[src/rtl/miner_nonce_arbiter.sv]
// miner_nonce_arbiter: hands interleaved nonces to CORES hash cores and realigns
// their results across PIPE_LAT cycles. Hashes whose top bits meet the difficulty
// are queued in a small first-word-fallthrough FIFO that is drained with valid/ready.
// Optional build macro MINER_DIFF_RUNTIME_EN: adds i_difficulty [5:0], sampled on start.

// Per-core lane: issued nonce, realigned nonce and difficulty hit flag
module miner_nonce_lane #(
    parameter int HASH_W = 32,
    parameter int LANE   = 0
) (
    input  logic [31:0]       i_run_cnt,
    input  logic [31:0]       i_dly_cnt,
    input  logic              i_dly_vld,
    input  logic              i_hash_valid,
    input  logic [HASH_W-1:0] i_hash,
    input  logic [HASH_W-1:0] i_mask,
    output logic [31:0]       o_nonce,
    output logic [31:0]       o_hit_nonce,
    output logic              o_hit
);
    assign o_nonce     = i_run_cnt + 32'(LANE);
    assign o_hit_nonce = i_dly_cnt + 32'(LANE);
    assign o_hit       = i_dly_vld & i_hash_valid & ~|(i_hash & i_mask);
endmodule

module miner_nonce_arbiter #(
    parameter int CORES      = 4,
    parameter int HASH_W     = 32,
    parameter int DIFFICULTY = 12,
    parameter int PIPE_LAT   = 0,
    parameter int FIFO_DEPTH = 4
) (
    input  logic                         i_hash_clk,
    input  logic                         i_rst_n,
    input  logic                         i_start,
    input  logic                         i_stop,
    input  logic [31:0]                  i_nonce_base,
`ifdef MINER_DIFF_RUNTIME_EN
    input  logic [5:0]                   i_difficulty,
`endif
    output logic [CORES-1:0][31:0]       o_core_nonce,
    input  logic [CORES-1:0][HASH_W-1:0] i_core_hash,
    input  logic [CORES-1:0]             i_core_hash_valid,
    output logic                         o_busy,
    output logic                         o_exhausted,
    output logic                         o_golden_valid,
    input  logic                         i_golden_ready,
    output logic [31:0]                  o_golden_nonce,
    output logic [3:0]                   o_golden_core,
    output logic [7:0]                   o_drop_count
);
    localparam int AW  = $clog2(FIFO_DEPTH);
    localparam int CW  = AW + 1;
    localparam int DCW = $clog2(PIPE_LAT + 2);

    typedef enum logic [1:0] {S_IDLE, S_RUN, S_DRAIN} state_t;

    state_t                   r_state, w_next;
    logic [31:0]              r_counter;
    logic                     r_exhausted;
    logic [DCW-1:0]           r_drain_cnt;
    logic [7:0]               r_drop;
    logic                     w_busy, w_run, w_accept, w_carry, w_drain_done;
    logic [31:0]              w_dly_cnt;
    logic                     w_dly_vld;
    logic [HASH_W-1:0]        w_mask;
    logic [CORES-1:0][31:0]   w_lane_nonce, w_hit_nonce;
    logic [CORES-1:0]         w_hit;
    logic                     w_any_hit;
    logic [3:0]               w_win_idx;
    logic [31:0]              w_win_nonce;
    logic [4:0]               w_hit_cnt, w_drops;
    logic [8:0]               w_drop_sum;
    logic [7:0]               w_drop_next;

    logic [31:0]              r_mem_nonce [FIFO_DEPTH];
    logic [3:0]               r_mem_core  [FIFO_DEPTH];
    logic [AW-1:0]            r_wr_ptr, r_rd_ptr;
    logic [CW-1:0]            r_count;
    logic                     w_full, w_push, w_pop;

    assign w_accept     = (r_state == S_IDLE) && i_start;
    assign w_carry      = 1'(({1'b0, r_counter} + 33'(CORES)) >> 32);
    assign w_drain_done = (r_drain_cnt == DCW'(PIPE_LAT));

    // State register
    always_ff @(posedge i_hash_clk or negedge i_rst_n) begin
        if (!i_rst_n) r_state <= S_IDLE;
        else          r_state <= w_next;
    end

    // Next-state: last batch still goes out on the stop/wrap cycle
    always_comb begin
        w_next = r_state;
        case (r_state)
            S_IDLE:  if (i_start) w_next = S_RUN;
            S_RUN:   if (i_stop || w_carry) w_next = S_DRAIN;
            S_DRAIN: if (w_drain_done) w_next = S_IDLE;
            default: w_next = S_IDLE;
        endcase
    end

    // FSM outputs; nonces read as zero while idle
    always_comb begin
        w_busy = (r_state != S_IDLE);
        w_run  = (r_state == S_RUN);
        for (int i = 0; i < CORES; i++)
            o_core_nonce[i] = w_busy ? w_lane_nonce[i] : 32'd0;
    end

    // Nonce counter and sticky wrap flag; counter freezes on the final batch
    always_ff @(posedge i_hash_clk or negedge i_rst_n) begin
        if (!i_rst_n) begin
            r_counter   <= '0;
            r_exhausted <= 1'b0;
        end else if (w_accept) begin
            r_counter   <= i_nonce_base;
            r_exhausted <= 1'b0;
        end else if (w_run) begin
            if (w_carry) r_exhausted <= 1'b1;
            if (!(i_stop || w_carry)) r_counter <= r_counter + 32'(CORES);
        end
    end

    // Drain length covers the pipeline so the last batch is still evaluated
    always_ff @(posedge i_hash_clk or negedge i_rst_n) begin
        if (!i_rst_n)                r_drain_cnt <= '0;
        else if (r_state == S_DRAIN) r_drain_cnt <= r_drain_cnt + 1'b1;
        else                         r_drain_cnt <= '0;
    end

`ifdef MINER_DIFF_RUNTIME_EN
    logic [7:0] r_diff, w_diff_clamp;

    // Clamp requested difficulty to 1..HASH_W
    always_comb begin
        w_diff_clamp = {2'b00, i_difficulty};
        if (w_diff_clamp == 8'd0)            w_diff_clamp = 8'd1;
        else if (w_diff_clamp > 8'(HASH_W)) w_diff_clamp = 8'(HASH_W);
    end

    // Difficulty held for the whole run including drain
    always_ff @(posedge i_hash_clk or negedge i_rst_n) begin
        if (!i_rst_n)      r_diff <= 8'(DIFFICULTY);
        else if (w_accept) r_diff <= w_diff_clamp;
    end

    assign w_mask = ~({HASH_W{1'b1}} >> r_diff);
`else
    assign w_mask = ~({HASH_W{1'b1}} >> DIFFICULTY);
`endif

    generate
        if (PIPE_LAT == 0) begin : g_nopipe
            assign w_dly_cnt = r_counter;
            assign w_dly_vld = w_run;
        end else begin : g_pipe
            logic [PIPE_LAT-1:0][31:0] r_cnt_pipe;
            logic [PIPE_LAT-1:0]       r_vld_pipe;

            // Delay batch base and run-valid to meet the core results
            always_ff @(posedge i_hash_clk or negedge i_rst_n) begin
                if (!i_rst_n) begin
                    r_cnt_pipe <= '0;
                    r_vld_pipe <= '0;
                end else begin
                    r_cnt_pipe[0] <= r_counter;
                    r_vld_pipe[0] <= w_run;
                    for (int k = 1; k < PIPE_LAT; k++) begin
                        r_cnt_pipe[k] <= r_cnt_pipe[k-1];
                        r_vld_pipe[k] <= r_vld_pipe[k-1];
                    end
                end
            end

            assign w_dly_cnt = r_cnt_pipe[PIPE_LAT-1];
            assign w_dly_vld = r_vld_pipe[PIPE_LAT-1];
        end

        for (genvar g = 0; g < CORES; g++) begin : g_lane
            miner_nonce_lane #(.HASH_W(HASH_W), .LANE(g)) u_lane (
                .i_run_cnt   (r_counter),
                .i_dly_cnt   (w_dly_cnt),
                .i_dly_vld   (w_dly_vld),
                .i_hash_valid(i_core_hash_valid[g]),
                .i_hash      (i_core_hash[g]),
                .i_mask      (w_mask),
                .o_nonce     (w_lane_nonce[g]),
                .o_hit_nonce (w_hit_nonce[g]),
                .o_hit       (w_hit[g])
            );
        end
    endgenerate

    // Lowest-index hit wins the single push slot; count all hits
    always_comb begin
        w_any_hit   = 1'b0;
        w_win_idx   = '0;
        w_win_nonce = '0;
        w_hit_cnt   = '0;
        for (int i = CORES - 1; i >= 0; i--) begin
            if (w_hit[i]) begin
                w_any_hit   = 1'b1;
                w_win_idx   = 4'(i);
                w_win_nonce = w_hit_nonce[i];
            end
        end
        for (int i = 0; i < CORES; i++)
            w_hit_cnt = w_hit_cnt + {4'd0, w_hit[i]};
    end

    assign w_full      = (r_count == CW'(FIFO_DEPTH));
    assign w_pop       = (r_count != '0) && i_golden_ready;
    assign w_push      = w_any_hit && (!w_full || w_pop);
    assign w_drops     = w_hit_cnt - {4'd0, w_push};
    assign w_drop_sum  = {1'b0, r_drop} + {4'd0, w_drops};
    assign w_drop_next = w_drop_sum[8] ? 8'hFF : w_drop_sum[7:0];

    // Saturating drop counter, cleared when a new run is accepted
    always_ff @(posedge i_hash_clk or negedge i_rst_n) begin
        if (!i_rst_n)      r_drop <= '0;
        else if (w_accept) r_drop <= '0;
        else               r_drop <= w_drop_next;
    end

    // Golden FIFO: storage, pointers and occupancy; survives across runs
    always_ff @(posedge i_hash_clk or negedge i_rst_n) begin
        if (!i_rst_n) begin
            for (int k = 0; k < FIFO_DEPTH; k++) begin
                r_mem_nonce[k] <= '0;
                r_mem_core[k]  <= '0;
            end
            r_wr_ptr <= '0;
            r_rd_ptr <= '0;
            r_count  <= '0;
        end else begin
            if (w_push) begin
                r_mem_nonce[r_wr_ptr] <= w_win_nonce;
                r_mem_core[r_wr_ptr]  <= w_win_idx;
                r_wr_ptr              <= r_wr_ptr + 1'b1;
            end
            if (w_pop) r_rd_ptr <= r_rd_ptr + 1'b1;
            case ({w_push, w_pop})
                2'b10:   r_count <= r_count + 1'b1;
                2'b01:   r_count <= r_count - 1'b1;
                default: r_count <= r_count;
            endcase
        end
    end

    assign o_busy         = w_busy;
    assign o_exhausted    = r_exhausted;
    assign o_golden_valid = (r_count != '0);
    assign o_golden_nonce = r_mem_nonce[r_rd_ptr];
    assign o_golden_core  = r_mem_core[r_rd_ptr];
    assign o_drop_count   = r_drop;
endmodule
[config.mk]
export PLATFORM = sky130hd
export DESIGN_NAME = miner_nonce_arbiter
export DESIGN_NICKNAME = d
export VERILOG_FILES = /design/src/rtl/miner_nonce_arbiter.sv
export SDC_FILE = /design/constraint.sdc
export NUM_CORES = 1
export LEC_CHECK = 0
export CAP_MARGIN = 30
export CELL_PAD_IN_SITES_DETAIL_PLACEMENT = 0
export CELL_PAD_IN_SITES_GLOBAL_PLACEMENT = 1
export CORE_UTILIZATION = 37
export CTS_CLUSTER_SIZE = 40
export DETAILED_ROUTE_END_ITERATION = 8
export GPL_ROUTABILITY_DRIVEN = 0
export PLACE_DENSITY = 0.91
export SYNTH_ARGS = -nofsm -noshare
export SYNTH_HDL_FRONTEND = slang
export SYNTH_SLANG_ARGS = --single-unit
[constraint.sdc]
create_clock -name i_hash_clk -period 6.8 [get_ports i_hash_clk]
set_clock_uncertainty 0.05 [all_clocks]
set_input_delay 1.36 -clock i_hash_clk [delete_from_list [all_inputs] [get_ports i_hash_clk]]
set_output_delay 1.36 -clock i_hash_clk [all_outputs]
set_load 0.02 [all_outputs]
==> metrics.md, run 1 <==
| Metric | Value |
|---|---|
| Run status | `finished, final reports clean` |
| WL met2 | `around 23 mm` |
| WL met1 | `19.91 mm` |
| # clock sinks | `around 190` |
| Fin. Hold Viols | `0` |
| Starting DRT DRC Count | `1500` |
| Worst EP required | `7080 ps` |
| Register share of total power | `29.8%` |
| Final period util | `a little over 90%` |
| Core Region | `34540 sq um` |
| R2r worst-path depth | `18` |
| Final ANT Viol Nets | `0` |
| Max Clock Freq | `159.2 MHz` |
| Reg clk slew, reported paths | `80 ps` |
| Clk_lat worst skew | `~450 ps` |
| Die ar. | `35800 sq um` |
| Share of cells above drive strength 1 | `8.451%` |
| Largest net degree at the start of global routing | `72` |
| CP arrival | `6560 ps` |
| Post-CTS setup buffer count | `0` |
| Nets | `1884` |
| Die X | `between 150 and 200 microns` |
| Final worst-path setup slack | `roughly 520 ps` |
| Switching Share | `48.56%` |
| CTS tree | `yes` |
| Peak supply drop | `~0.26 mV` |
| H-tree depth | `4` |
| DRC viols | `0` |
| Setup TNS | `0 ps` |
| Std-Cell Rows | `68` |
| Transition time of the tightest slew-check pin | `1058 ps` |
| TritonRoute pass-1 iters | `7` |
| DR WL/cell | `between 20 and 25 microns` |
| Fin crit period | `6280 ps` |
| # IOs | `344` |
| Commonest cells post-synth | `nor2_1 (195), dfrtp_1 (187), nand2_1 (160), o21ai_0 (112), clkbuf_1 (94)` |
| RSZ-0062 raised after global routing | `no` |
| Kind of critical path | `in2reg` |
| Post_cts resized | `0` |
| Synth unique cells | `about 80` |
| Met3 wire length | `4.714 mm` |
| Most numerous cell in the Yosys netlist | `nor2_1` |
| Fin util | `a little under half` |
| WL final | `48.74 mm` |
| Post-synth top area share | `36.08%` |
| Vias in the first global route | `approximately 13000` |
| DR top layer | `met4` |
| Crit Reg-Reg Startpoint | `r_state[0]` |
| Sw power | `2.873 mW` |
| # setup viols final | `0` |
| Worst hold path type | `reg2reg` |
| Area Overhead vs Synth | `26.82%` |
| Yosys reg bits | `187` |
| Detailed Place HPWL | `35.25 mm` |
| Setup crit end kind | `register` |
| Post-synth EDFFs | `0` |
| Reg2reg end | `o_drop_count[7]` |
| Setup crit end | `o_drop_count[7]` |
| Vias per cell | `6.032` |
| Overflow left after global routing | `0` |
| Pleak | `approximately 6.4 nW` |
| Share of synthesized flip-flops with an asynchronous set or reset | `100.0%` |
| Clk buf depth | `2` |
| Mapped Avg Cell Area | `8.555 sq um` |
| Ys flop type | `dfrtp_1` |
| N_diodes | `0` |
| Critical-path maximum fanout | `4` |
| Post-Layout Cell Count | `2159` |
| Mapped Area | `12970 sq um` |
| Combinational power share | `between 50% and 60%` |
| Post-CTS Hold Fix Bufs | `0` |
| Initial antenna violation count | `0` |
| Total of max-cap violations | `0` |
| Design Power | `5.917 mW` |
| Synth area leader | `dfrtp_1` |
| Die Span Y | `189.2 microns` |
| Reg2reg setup slack | `1470 ps` |
| Pre-CTS WS | `130.4 ps` |
| Post-Place Cells | `between 2000 and 2500` |
| Cells after synthesis | `1516` |
| Via count | `13020` |
| Seq/Total Area, Yosys | `36.08%` |
| Relative slew slack | `between 20% and 30%` |
| CP Launch Point | `i_core_hash[91]` |
| Port buffer count | `261` |
| First-pass GRT wire length | `between 70 and 80 mm` |
| Largest cells by area after synthesis | `dfrtp_1 (36%), mux4_2 (5.9%), nor2_1 (5.6%), nand2_1 (4.6%), o21ai_0 (4.3%)` |
| Initial Util | `37.54%` |
| Root buf cell | `clkbuf_16` |
| Total Routing Usage GR | `27.20%` |
| Critical Path Start Type | `input port` |
| Clk pwr share | `18.0%` |
| TritonCTS buffer count | `17` |
| Yosys warnings | `0` |
| PD cells | `359.8 nW/um^2` |
| Max Slew Vio Count | `0` |
| Internal | `3.044 mW` |
-- per-stage QoR --
| stage | area [sq um] | hold slack [ps] |
|---|---|---|
| 2_1_floorplan | 12970 | 357.6 |
| 3_3_place_gp | 15780 | 370.0 |
| 3_5_place_dp | 15790 | 394.7 |
| 4_1_cts | 16420 | 407.1 |
| 5_1_grt | 16450 | 414.4 |
| 6_report | 16450 | 407.5 |
-- sequential cells by signal, indices dropped and copies added (netlist names) --
name	flops
r_count	3
o_exhausted	1
r_state	2
r_mem_nonce	128
r_counter	32
o_drop_count	8
r_rd_ptr	2
r_drain_cnt	1
r_mem_core	8
r_wr_ptr	2
-- per-layer routing --
metal	vias to the layer above	track usage (%)
met5	-	0
met2	806	43.86
met4	0	8.406
met3	143	6.135
li1	5785	-
met1	6289	36.25
-- placed cells by master, fill, tap and decap left out, drive strengths merged, types with 9 or more instances in the layout --
master,Yosys,layout
a31oi,39,39
and3,15,15
nor4,21,21
dfrtp,187,187
o21ai,128,128
a21oi,58,58
o211ai,19,19
or3,21,21
nand3,36,36
o221ai,9,9
mux4,34,34
or4,15,15
o31ai,17,17
nor2,195,195
nand2,161,161
xnor2,53,53
ha,20,20
nand4,31,31
clkdlybuf4s50,0,260
nor3,41,41
o21a,9,9
xor2,51,51
clkbuf,94,17
and2,42,42
mux2,24,24
buf,47,36
clkinv,3,9
mux2i,11,11
inv,31,39
-- critical path: stages --
cell and delay, ps:
clkdlybuf4s50_1 450, or4b_1 560, or4_1 690, a41oi_2 300, ha_1 270, inv_1 80
fa_1 390, ha_1 230, fa_1 350, inv_1 60, ha_1 220, inv_1 60
ha_1 240, nor2b_1 150, o21a_1 190, o21ai_0 150, nand2b_1 120, or4_1 500
and3_1 180
-- cell type report --
type                       count  area (sq um)
clock buffer                  17         425.4
fill                        3309         18100
inverter                      34         128.9
tap                          455         569.3
timing repair buffer         296          2894
clock inverter                15         205.2
sequential                   187          4682
multi-input combinational   1155          7542
-- cells by family after synthesis --
group / after synthesis / share of synthesized area, %
and+or+nand+nor: 606 / 22.25
AOI/OAI and AO/OA: 350 / 17.38
DFF: 187 / 36.08
buffers and inverters: 175 / 5.856
xor gates and xnor gates: 104 / 7.024
muxes: 69 / 8.837
adders and majority gates: 24 / 2.547
other: 1 / 0.02892
-- power by group through the flow --
stage / clock, mW / combinational, mW / sequential, mW
3_3_place_gp: 0 / 3.05 / 1.75
3_5_place_dp: 0 / 3.06 / 1.76
4_1_cts: 1.07 / 3.08 / 1.74
6_report: 1.06 / 3.09 / 1.76
5_1_grt: 1.12 / 3.28 / 1.79
2_1_floorplan: 0 / 2.07 / 1.31
-- worst min path at each step --
stage,start,to,cells after the start
4_1_cts,r_drain_cnt,r_drain_cnt,1
3_3_place_gp,r_drain_cnt,r_drain_cnt,1
6_report,r_drain_cnt,r_drain_cnt,1
2_1_floorplan,r_drain_cnt,r_drain_cnt,1
3_5_place_dp,r_drain_cnt,r_drain_cnt,1
5_1_grt,r_drain_cnt,r_drain_cnt,1
No activity file was read; power rests on OpenSTA's default activity.
==> run 2: changes to the inputs <==
Settings changed: CTS_CLUSTER_DIAMETER set to 30, GPL_ROUTABILITY_DRIVEN 0 to 1.
==> run 2 against run 1 <==
- setup slack better by 61 ps
- clock power is 4% higher
- maximum frequency is 0.99% higher
- via count is 1.5% lower
==> metrics.md, run 2 (synthesis results as in run 1) <==
| Metric | Value |
|---|---|
| Fin crit period | `6219 ps (-61.39 ps)` |
| Post-CTS setup buffer count | `0 (unchanged)` |
| PD cells | `361.6 nW/um^2 (+0.52%)` |
| Critical Path Start Type | `input port` |
| Root buf cell | `clkbuf_16` |
| Largest net degree at the start of global routing | `106 (+47%)` |
| Initial Util | `37.54% (unchanged)` |
| Starting DRT DRC Count | `1279 (-15%)` |
| Clk_lat worst skew | `460 ps (about the same)` |
| # IOs | `344 (unchanged)` |
| Kind of critical path | `in2reg` |
| Max Slew Vio Count | `0 (unchanged)` |
| Vias per cell | `5.928 (-1.7%)` |
| N_diodes | `0 (unchanged)` |
| Max Clock Freq | `160.8 MHz (+0.99%)` |
| WL final | `49.27 mm (+1.1%)` |
| Die X | `189.2 microns (unchanged)` |
| Post-CTS Hold Fix Bufs | `0 (unchanged)` |
| Via count | `12820 (-1.5%)` |
| Peak supply drop | `0.2751 mV (+5.5%)` |
| Critical-path maximum fanout | `4 (unchanged)` |
| Biggest regs | `r_mem_nonce (128), r_counter (32)` |
| TritonCTS buffer count | `17 (unchanged)` |
| # clock sinks | `187 (unchanged)` |
| Setup TNS | `0 ps (unchanged)` |
| Transition time of the tightest slew-check pin | `1054 ps (-3.894 ps)` |
| Detailed Place HPWL | `35.41 mm (+0.47%)` |
| # setup viols final | `0 (unchanged)` |
| Reg clk slew, reported paths | `90 ps (about the same)` |
| Final period util | `91.45% (-0.90 points)` |
| First-pass GRT wire length | `75.24 mm (+0.27%)` |
| Total Routing Usage GR | `27.48% (+0.28 points)` |
| Worst hold path type | `reg2reg` |
| DRC viols | `0 (unchanged)` |
| Post_cts resized | `0 (unchanged)` |
| Nets | `1888 (+0.21%)` |
| Port buffer count | `261 (unchanged)` |
| Die Span Y | `189.2 microns (unchanged)` |
| Pleak | `6.388 nW (+0.51%)` |
| Final ANT Viol Nets | `0 (unchanged)` |
| DR WL/cell | `22.78 microns (+0.91%)` |
| Clk buf depth | `2 (unchanged)` |
| Hold depth | `1 (unchanged)` |
| Largest register FFs | `128 (unchanged)` |
| Post-Layout Cell Count | `2163 (+0.19%)` |
| H-tree depth | `4 (unchanged)` |
| TritonRoute pass-1 iters | `5 (-2)` |
| RSZ-0062 raised after global routing | `no` |
| Share of cells above drive strength 1 | `8.665% (+0.21 points)` |
| Design Power | `5.969 mW (+0.88%)` |
| Total of max-cap violations | `0 (unchanged)` |
| Worst EP required | `7090 ps (about the same)` |
| Setup crit end kind | `register` |
| Overflow left after global routing | `0 (unchanged)` |
| Fin util | `47.78% (+0.17 points)` |
| R2r worst-path depth | `18 (unchanged)` |
| Commonest non-fill, non-tap cells in the layout | `clkdlybuf4s50_1 (260), nor2_1 (194), dfrtp_1 (185), nand2_1 (160), o21ai_0 (112)` |
| Initial antenna violation count | `0 (unchanged)` |
| Post-Place Cells | `2130 (+0.19%)` |
| Vias in the first global route | `12670 (+1.3%)` |
| Fin. Hold Viols | `0 (unchanged)` |
| CP arrival | `6510 ps (-50 ps)` |
| Reg with most FFs | `r_mem_nonce` |
| Commonest non-fill, non-tap cell in the layout | `clkdlybuf4s50_1` |
| Final weighted congestion in routability-driven placement | `between 0.9 and 1` |
| Run status | `finished, final reports clean` |
| Die ar. | `35800 sq um (unchanged)` |
| Relative slew slack | `29.09% (-0.39 points)` |
| Area Overhead vs Synth | `27.27%` |
| Core Region | `34540 sq um (unchanged)` |
| CTS tree | `yes` |
| Std-Cell Rows | `68 (unchanged)` |
run 2: changes by cell type in the layout (fill, tap and decap cells not counted):
cell,before,now
buf_4,33,38
inv_16,0,2
inv_8,3,1
buf_2,1,0
clkinv_4,1,0
clkinv_8,5,6
clkinvlp_4,1,0
inv_6,1,2
run 2: report_power, final:
group | internal [mW] | total, mW | leakage [nW] | switching (mW)
clock network | 0.525 | 1.10 | 0.315 | 0.572
registers | 1.22 | 1.77 | 2.52 | 0.544
logic | 1.32 | 3.11 | 3.55 | 1.79
run 2: layout make-up:
type	count	area, sq um
Fill cell	3380	18040
Clock buffer	17	425.4
Inverter	34	128.9
Tap cell	455	569.3
Multi-Input combinational cell	1155	7542
Timing Repair Buffer	300	2927
Sequential cell	187	4682
Clock inverter	15	231.5
run 2: stage by stage:
stage	instance area (sq um)	hold WS, ps	setup slack [ps]
finish	16510	381.5	581.4
global route	16510	408.8	419.3
CTS	16480	385.4	590.1
detailed placement	15820	374.3	158.8
global placement	15820	368.8	151.5
floorplan	12970	357.6	702.1
run 2: worst max-delay path, stage by stage:
cell	delay [ps]
clkdlybuf4s50_1	450
or4b_1	550
or4_1	690
a41oi_2	290
ha_1	260
inv_1	80
fa_1	390
ha_1	240
fa_1	360
inv_1	60
ha_1	220
inv_1	60
ha_1	240
nor2b_1	150
o21a_1	170
o21ai_0	140
nand2b_1	130
or4_1	510
and3_1	170
run 2: path summary, 6_finish.rpt:
check,slack (ps),endpoint,start
worst min-delay path,380,r_drain_cnt,r_drain_cnt
max in group asynchronous,4710,r_rd_ptr[1],i_rst_n
min in group asynchronous,650,r_mem_nonce[12],i_rst_n
worst max register to register,1500,o_drop_count[7],r_state[1]
worst max-delay path,580,o_drop_count[7],i_core_hash[91]
worst min register to register,380,r_drain_cnt,r_drain_cnt
run 2: per-layer routing:
metal  part of all wire, %  global-route usage, %
met1                    42                  36.70
met2                    46                  44.17
met3                   8.3                  5.209
met4                   3.4                  10.24
met5                     0                      0
